**src/rtl/serial_pkg.sv**
```systemverilog
// Shared types for the serializer and the bit-stream sequence detectors.
package serial_pkg;

    localparam int unsigned SER_WIDTH_DEFAULT = 8;

    typedef enum logic [1:0] {
        IDLE   = 2'd0,
        SHIFT  = 2'd1,
        PARITY = 2'd2
    } ser_state_t;

endpackage

```
**src/rtl/bit_counter.sv**
```systemverilog
// Clearable up-counter over one word's data bits; tc_c flags the last bit (WIDTH-1).
module bit_counter #(
    parameter int unsigned WIDTH = 8
) (
    input  logic clk,
    input  logic rst,
    input  logic clr,
    input  logic en,
    output logic tc_c
);

    localparam int unsigned CW = $clog2(WIDTH);

    logic [CW-1:0] count;

    assign tc_c = (count == CW'(WIDTH - 1));

    // Wraps at terminal count so a non-power-of-two WIDTH never runs past WIDTH-1.
    always_ff @(posedge clk) begin
        if (rst || clr) begin
            count <= '0;
        end else if (en) begin
            count <= tc_c ? '0 : count + CW'(1);
        end
    end

endmodule

```
**src/rtl/bit_serializer.sv**
```systemverilog
// Parallel-to-serial front end feeding the sequence detectors a gap-free bit stream.
// Optional trailing even-parity bit per word when BIT_SERIALIZER_PARITY_EN is defined.
module bit_serializer
    import serial_pkg::*;
#(
    parameter int unsigned WIDTH     = SER_WIDTH_DEFAULT,
    parameter bit          MSB_FIRST = 1'b1
) (
    input  logic             clk,
    input  logic             rst,
    input  logic [WIDTH-1:0] din,
    input  logic             din_valid,
    output logic             din_ready,
    output logic             sout,
    output logic             sout_valid,
    output logic             busy
);

    ser_state_t       state;
    logic [WIDTH-1:0] sreg;
    logic [WIDTH-1:0] next_sreg_c;
    logic             head_c;
    logic             last_c;
    logic             accept_c;
`ifdef BIT_SERIALIZER_PARITY_EN
    logic             par;
`endif

    assign head_c      = MSB_FIRST ? sreg[WIDTH-1] : sreg[0];
    assign next_sreg_c = MSB_FIRST ? {sreg[WIDTH-2:0], 1'b0} : {1'b0, sreg[WIDTH-1:1]};

    // Ready on the final emitted bit of a word so the next word follows without a gap.
`ifdef BIT_SERIALIZER_PARITY_EN
    assign din_ready = !rst && (state == IDLE || state == PARITY);
`else
    assign din_ready = !rst && (state == IDLE || (state == SHIFT && last_c));
`endif

    assign accept_c = din_valid && din_ready;

    bit_counter #(
        .WIDTH (WIDTH)
    ) u_bit_counter (
        .clk   (clk),
        .rst   (rst),
        .clr   (accept_c),
        .en    (state == SHIFT),
        .tc_c  (last_c)
    );

    always_ff @(posedge clk) begin
        if (rst) begin
            state      <= IDLE;
            sreg       <= '0;
            sout       <= 1'b0;
            sout_valid <= 1'b0;
            busy       <= 1'b0;
`ifdef BIT_SERIALIZER_PARITY_EN
            par        <= 1'b0;
`endif
        end else begin
            sout       <= 1'b0;
            sout_valid <= 1'b0;
            case (state)
                IDLE: begin
                    if (accept_c) begin
                        state <= SHIFT;
                        sreg  <= din;
                        busy  <= 1'b1;
`ifdef BIT_SERIALIZER_PARITY_EN
                        par   <= ^din;
`endif
                    end
                end
                SHIFT: begin
                    sout       <= head_c;
                    sout_valid <= 1'b1;
                    sreg       <= next_sreg_c;
                    if (last_c) begin
`ifdef BIT_SERIALIZER_PARITY_EN
                        state <= PARITY;
`else
                        if (accept_c) begin
                            sreg <= din;
                        end else begin
                            state <= IDLE;
                            busy  <= 1'b0;
                        end
`endif
                    end
                end
`ifdef BIT_SERIALIZER_PARITY_EN
                PARITY: begin
                    sout       <= par;
                    sout_valid <= 1'b1;
                    if (accept_c) begin
                        state <= SHIFT;
                        sreg  <= din;
                        par   <= ^din;
                    end else begin
                        state <= IDLE;
                        busy  <= 1'b0;
                    end
                end
`endif
                default: begin
                    state <= IDLE;
                    busy  <= 1'b0;
                end
            endcase
        end
    end

endmodule

```
**config.mk**
```make
export PLATFORM = sky130hd
export DESIGN_NAME = bit_serializer
export DESIGN_NICKNAME = d
export VERILOG_FILES = /design/src/rtl/serial_pkg.sv /design/src/rtl/bit_counter.sv /design/src/rtl/bit_serializer.sv
export SDC_FILE = /design/constraint.sdc
export NUM_CORES = 1
export LEC_CHECK = 0
export ABC_AREA = 1
export CAP_MARGIN = 20
export CORE_AREA = 8 8 45 47
export CTS_CLUSTER_SIZE = 28
export DETAILED_ROUTE_END_ITERATION = 8
export DIE_AREA = 0 0 53 55
export DONT_BUFFER_PORTS = 1
export PLACE_DENSITY = 0.66
export SYNTH_ARGS = -nofsm -noshare
export SYNTH_HDL_FRONTEND = slang
export SYNTH_SLANG_ARGS = --single-unit
export TNS_END_PERCENT = 1
```
**constraint.sdc**
```tcl
create_clock -name clk -period 4.7 [get_ports clk]
set_input_delay 0.94 -clock clk [delete_from_list [all_inputs] [get_ports clk]]
set_output_delay 0.94 -clock clk [all_outputs]
set_load 0.01 [all_outputs]
```
==> summary.md, run 1 <==
| Metric | Value |
|---|---|
| Worst reg2reg setup slack | `2.91 ns` |
| Syn nets | `approximately 110` |
| Post-route cell area | `around 720 um2` |
| CTS Sinks | `14` |
| Post-Synthesis Cell Area | `679.4 um2` |
| Synth area leaders | `dfxtp_1 (41%), nor2_1 (13%), nand2_1 (7.2%)` |
| Part of the power in registers | `around half` |
| IO Count | `15` |
| Worst Hold End | `u_bit_counter.count[2]$_SDFFE_PP0P_` |
| FF+latch count, synth | `14` |
| Setup TNS | `0 ns` |
| Setup CP Type | `flop to output pin` |
| Startpoint class of the critical path | `flop` |
| Seq/Total Area, Yosys | `41.25%` |
| Ant diodes | `0` |
| Hold Crit Class | `flop to flop` |
| Setup Fix Bufs, Post-CTS | `0` |
| Worst Hold Slack | `around 0.47 ns` |
| Slew @ Worst Pin | `about 0.62 ns` |
| Die Ht | `between 50 and 60 um` |
| Crit path capture type | `output pin` |
| Syn avg cell area | `7.152 um2` |
| Nets@finish | `111` |
| Clock power share | `28.9%` |
| Largest net degree at the start of global routing | `17` |
| Commonest non-fill, non-tap cell in the layout | `nor2_1` |
| CTS Buf Count | `3` |
| GRT Util Overall | `between 10% and 20%` |
| Via Count | `between 500 and 600` |
| Worst r2r path cells | `10` |
| RR Endpoint | `sreg[6]$_SDFFE_PP0P_` |
| Clock skew | `between 0.004 and 0.005 ns` |
| Antenna violations before repair | `0` |
| Leakage dissipation | `~0.00033 uW` |
| Relative slew slack | `between 50% and 60%` |
| Max_cap viols | `0` |
| Top routing layer used | `met4` |
| Max rail drop VDD | `~240 uV` |
| Dpl cell area | `~680 um2` |
| Met3 routed WL | `92 um` |
| Core Area | `roughly 0.0014 mm2` |
| CTS clk-pin slew, worst paths | `around 0.09 ns` |
| Yosys Warn Count | `0` |
| Initial Util | `just under 50%` |
| Power Total | `just over 300 uW` |
| Detail Route Antenna Nets | `0` |
| TritonRoute pass-1 iters | `4` |
| Worst r2r src | `u_bit_counter.count[0]$_SDFFE_PP0P_` |
| H-tree depth | `1` |
| Clk buf depth | `2` |
| Cells after synthesis | `95` |
| Most frequent cells in the layout | `nor2_1 (24), dfxtp_1 (14), nand2_1 (13), inv_1 (9)` |
| First-pass GRT wire length | `approximately 2100 um` |
| P_int | `around 210 uW` |
| Dominant cell type by area after synthesis | `dfxtp_1` |
| Half-perimeter wire length after detailed placement | `approximately 900 um` |
| Max Slew Vio Count | `0` |
| Area grow syn2layout | `6.077%` |
| Number of gates resized after cts | `0` |
| Hold-fix buffers at CTS | `0` |
| Hold path start | `u_bit_counter.count[2]$_SDFFE_PP0P_` |
| Setup violators final | `0` |
| Buffers on Ports | `0` |
| Switching portion of total power | `between 30% and 40%` |
| Power Dens Cells | `424.6 mW/mm2` |
| CTS tree | `built` |
| Net switching power | `98.86 uW` |
| WL met2 | `~610 um` |
| Fin crit share | `48.96%` |
| Final Hold Fails | `0` |
| M1 WL | `about 630 um` |
| Die width | `53 um` |
| Grt total ovfl | `0` |
| Routability congestion estimate | `approximately 0.69` |
| RSZ-0062 raised after global routing | `false` |
| Vias in the first global route | `around 460` |
| Period minus WS final | `about 2.3 ns` |
| WL/cell | `approximately 12 um` |
| Share of layout cells above drive strength 1 | `approximately a tenth` |
| CP max FO | `3` |
| Std-Cell Rows | `14` |
| Cell count of the worst hold path | `2` |
| Die Footprint | `0.002915 mm2` |
| Status | `finished clean` |
| Fmax achieved | `0.4346 GHz` |
| Latest clock arrival within the worst-skew pair | `0.29 ns` |
| Vias per inst | `slightly below 5` |
| Post-synth top area share | `between 40% and 50%` |
| Distinct cells, synth | `16` |
| Residual DRC | `0` |
| Initial DRC Count | `6` |
| Worst Path Arrival | `1.36 ns` |
| Comb power frac | `21.6%` |
| Clock Tree Root | `clkbuf_4` |
| Post-Route WL | `between 1000 and 1500 um` |
| WP data required | `roughly 3.8 ns` |
[routing by layer]
metal,track usage [%],vias to the layer above
met3,4.813,5
met4,7.759,0
met5,0,-
li1,-,303
met2,14.65,13
met1,11.35,233
[critical path: stages, from the launching register on]
cell and delay, ns:
dfxtp_1 0.36, ha_1 0.15, ha_1 0.23, inv_1 0.09, a21oi_1 0.24
[logic make-up (layout without fill, tap and decap cells)]
kind of cell	count (synthesis)	in the layout	synth area share (%)
DFF	14	14	41.25
buffers and inverters	15	16	8.839
adders and majority gates	3	3	5.525
AOI/OAI and AO/OA	16	16	14.36
and+or+nand+nor	47	47	30.02
[worst max path at each step]
stage                                              from        end  slack [ns]
detailed placement                                  rst  din_ready        2.59
floorplan                                           rst  din_ready        2.62
finish              u_bit_counter.count[0]$_SDFFE_PP0P_  din_ready        2.40
global route        u_bit_counter.count[0]$_SDFFE_PP0P_  din_ready        2.28
CTS                 u_bit_counter.count[0]$_SDFFE_PP0P_  din_ready        2.38
global placement                                    rst  din_ready        2.59
[stage by stage]
stage | cells | setup WS (ns) | utilization, %
finish | 112 | 2.399 | 52.08
global route | 112 | 2.280 | 52.08
CTS | 112 | 2.381 | 52.08
detailed placement | 108 | 2.591 | 49.46
global placement | 108 | 2.593 | 49.46
floorplan | 95 | 2.621 | -
[cell usage after synthesis]
master   instances
a21oi_1          5
a31oi_1          1
a31oi_4          1
and3_1           1
buf_2            3
dfxtp_1         14
ha_1             3
inv_1            9
inv_2            3
nand2_1         13
nand2_2          1
nand3_1          7
nand3_4          1
nor2_1          24
o21ai_0          7
o21ai_1          2
[flip-flops by register name (all words and copies together), names as in the netlist]
| register | cells |
|---|---|
| sreg | 8 |
| sout_valid | 1 |
| sout | 1 |
| u_bit_counter.count | 3 |
| busy | 1 |
[power groups by stage]
stage               Combinational, uW  Clock (uW)  Sequential, uW
finish                           66.0        88.4             152
CTS                              66.5        90.0             152
detailed placement               65.8           0             154
global route                     75.4        97.9             155
global placement                 64.1           0             154
floorplan                        61.0           0             148
[final cells by class]
class / instances / area, um2
inverter: 12 / 45.04
tap: 16 / 20.02
fill: 142 / 663.1
clock buffer: 4 / 36.28
sequential: 14 / 280.3
multi-input combinational: 66 / 339.1
Note: power is estimated with default switching activity, not from simulation.
==> inputs of run 2 (changes only) <==
--- a/config.mk
+++ b/config.mk
@@ -7,12 +7,12 @@
 export LEC_CHECK = 0
 export ABC_AREA = 1
 export CAP_MARGIN = 20
-export CORE_AREA = 8 8 45 47
+export CORE_MARGIN = 8
+export CORE_UTILIZATION = 52
 export CTS_CLUSTER_SIZE = 28
 export DETAILED_ROUTE_END_ITERATION = 8
-export DIE_AREA = 0 0 53 55
 export DONT_BUFFER_PORTS = 1
-export PLACE_DENSITY = 0.66
+export PLACE_DENSITY = 0.7
 export SYNTH_ARGS = -nofsm -noshare
 export SYNTH_HDL_FRONTEND = slang
 export SYNTH_SLANG_ARGS = --single-unit
==> constraint.sdc (replaced) <==
create_clock -name clk -period 2.09 [get_ports clk]
set_input_delay 0.418 -clock clk [delete_from_list [all_inputs] [get_ports clk]]
set_output_delay 0.418 -clock clk [all_outputs]
set_load 0.01 [all_outputs]
==> run 2 against run 1 <==
Against the previous run: hold slack got worse by 0.28 ns; clock skew increased by 0.0050 ns; power up 120%; clock power grew 120%; first-iteration DRC count rose by 50%; wire length decreased by 6.8%; combinational power grew 150%; critical endpoint is now sreg[1]$_SDFFE_PP0P_; global-route usage shrank 0.39 points; sequential power is 120% higher.
==> summary.md, run 2 (synthesis gave the netlist of run 1 again) <==
| Metric | Value |
|---|---|
| Vias per inst | `5.063` |
| CTS tree | `built` |
| Clock skew | `between 0.009 and 0.01 ns` |
| Most frequent cells in the layout | `nor2_1 (24), dfxtp_1 (14), nand2_1 (13), inv_1 (9)` |
| Fmax achieved | `about 0.57 GHz` |
| Max Slew Vio Count | `0` |
| Relative slew slack | `around four fifths` |
| Period minus WS final | `1.768 ns` |
| Nets@finish | `roughly 110` |
| Largest register FFs | `8` |
| Clock Tree Root | `clkbuf_4` |
| Initial DRC Count | `9` |
| Share of layout cells above drive strength 1 | `a little under an eighth` |
| Via Count | `~570` |
| Die width | `around 52 um` |
| Detail Route Antenna Nets | `0` |
| Largest register by flop count | `sreg` |
| Post-Route WL | `1281 um` |
| Power Dens Cells | `roughly 940 mW/mm2` |
| WP data required | `2.26 ns` |
| Number of gates resized after cts | `0` |
| Leakage dissipation | `0.0003361 uW` |
| CP most frequent cell | `ha_1` |
| Worst Path Arrival | `around 1.9 ns` |
| Largest registers | `sreg (8), u_bit_counter.count (3)` |
| Crit path capture type | `flop` |
| Ant diodes | `0` |
| CP max FO | `16` |
| Worst Setup SP | `u_bit_counter.count[0]$_SDFFE_PP0P_` |
| GRT Util Overall | `9.753%` |
| Max stage delay cell, worst path | `dfxtp_1` |
| First-pass GRT wire length | `roughly 2000 um` |
| IO Count | `15` |
| Die Footprint | `between 0.002 and 0.003 mm2` |
| Commonest non-fill, non-tap cell in the layout | `nor2_1` |
| Die Ht | `between 50 and 60 um` |
| Area grow syn2layout | `6.998%` |
| Worst r2r src | `u_bit_counter.count[0]$_SDFFE_PP0P_` |
| Antenna violations before repair | `0` |
| Max rail drop VDD | `between 500 and 600 uV` |
| Setup CP Type | `flop to flop` |
| Setup violators final | `0` |
| Latest clock arrival within the worst-skew pair | `~0.28 ns` |
| Routability congestion estimate | `approximately 0.75` |
| Hold-fix buffers at CTS | `0` |
| Critical-path cell list | `ha_1, ha_1, inv_1, nand2_2, nand3_4, ha_1, inv_2, nand2_1, nor2_1, nor2_1` |
| Post-route cell area | `726.9 um2` |
| Final Hold Fails | `0` |
| Status | `finished clean` |
| Slew @ Worst Pin | `0.3072 ns` |
| Setup TNS | `0 ns` |
| Std-Cell Rows | `13` |
| TritonRoute pass-1 iters | `4` |
| Dpl cell area | `690.7 um2` |
| WL/cell | `11.44 um` |
| Residual DRC | `0` |
| Initial Util | `around 54%` |
| RR Endpoint | `sreg[1]$_SDFFE_PP0P_` |
| Clk buf depth | `2` |
| Worst r2r path cells | `10` |
| Hold Crit Class | `input pin to flop` |
| Half-perimeter wire length after detailed placement | `a little over 900 um` |
| Vias in the first global route | `467` |
| Core Area | `about 0.0013 mm2` |
| CTS Buf Count | `3` |
| Buffers on Ports | `0` |
| Setup Fix Bufs, Post-CTS | `0` |
| Fin crit share | `a little over four fifths` |
| Max_cap viols | `0` |
| Worst reg2reg setup slack | `approximately 0.32 ns` |
| CTS clk-pin slew, worst paths | `0.09 ns` |
| Worst path max stage delay | `0.36 ns` |
| H-tree depth | `1` |
| Largest net degree at the start of global routing | `17` |
| Grt total ovfl | `0` |
| Startpoint class of the critical path | `flop` |
| Crit path to | `sreg[1]$_SDFFE_PP0P_` |
| CTS Sinks | `14` |
| RSZ-0062 raised after global routing | `false` |
[run 2: cell types whose count changed in the layout (fill, tap and decap cells not counted)]
cell	change
buf_4	+1
[run 2: per-stage QoR]
stage / setup slack (ns) / util (%) / hold WS, ns / power [uW] / std cells
after floorplan: 0.4167 / - / 0.4440 / 469.8 / 95
final: 0.3224 / 58.04 / 0.1949 / 686.2 / 112
after global placement: 0.3603 / 55.14 / 0.4594 / 496.9 / 108
after detailed placement: 0.3185 / 55.14 / 0.4687 / 501.4 / 108
after global routing: 0.1135 / 58.04 / 0.1825 / 728.8 / 112
after CTS: 0.3051 / 58.04 / 0.1885 / 694.2 / 112
[run 2: how the worst min path moves through the flow]
stage                                             start                                   to  slack [ns]  cells past startpoint
floorplan           u_bit_counter.count[1]$_SDFFE_PP0P_  u_bit_counter.count[1]$_SDFFE_PP0P_        0.44                      2
global placement    u_bit_counter.count[1]$_SDFFE_PP0P_  u_bit_counter.count[1]$_SDFFE_PP0P_        0.46                      2
detailed placement  u_bit_counter.count[2]$_SDFFE_PP0P_  u_bit_counter.count[2]$_SDFFE_PP0P_        0.47                      2
CTS                                                 rst                sout_valid$_SDFF_PP0_        0.19                      1
global route                                        rst                sout_valid$_SDFF_PP0_        0.18                      1
finish                                              rst                sout_valid$_SDFF_PP0_        0.19                      1
[run 2: final cells by class]
| class | instances | area (um2) |
|---|---|---|
| fill | 124 | 525.5 |
| timing repair buffer | 1 | 7.507 |
| tap | 15 | 18.77 |
| clock buffer | 4 | 36.28 |
| sequential | 14 | 280.3 |
| inverter | 12 | 45.04 |
| multi-input combinational | 66 | 339.1 |
[run 2: power breakdown]
part	internal (uW)	total [uW]	switching (uW)
Combinational	58.6	162	103
Clock	106	193	86.7
Sequential	305	332	26.3
Total	470	686	216
[run 2: worst max-delay path: cells and delay by family, from the launching register on]
| kind | cells | cell delay, ns |
|---|---|---|
| and+or+nand+nor | 5 | 0.42 |
| buffers and inverters | 2 | 0.28 |
| DFF | 1 | 0.36 |
| adders and majority gates | 3 | 0.60 |
[run 2: metal layers]
metal	vias to the layer above	wire length (um)	GRT usage, %
met5	-	0	0
met4	0	17	3.879
met3	2	60	5.128
met2	12	601	15.40
met1	248	602	10.78
li1	305	-	-
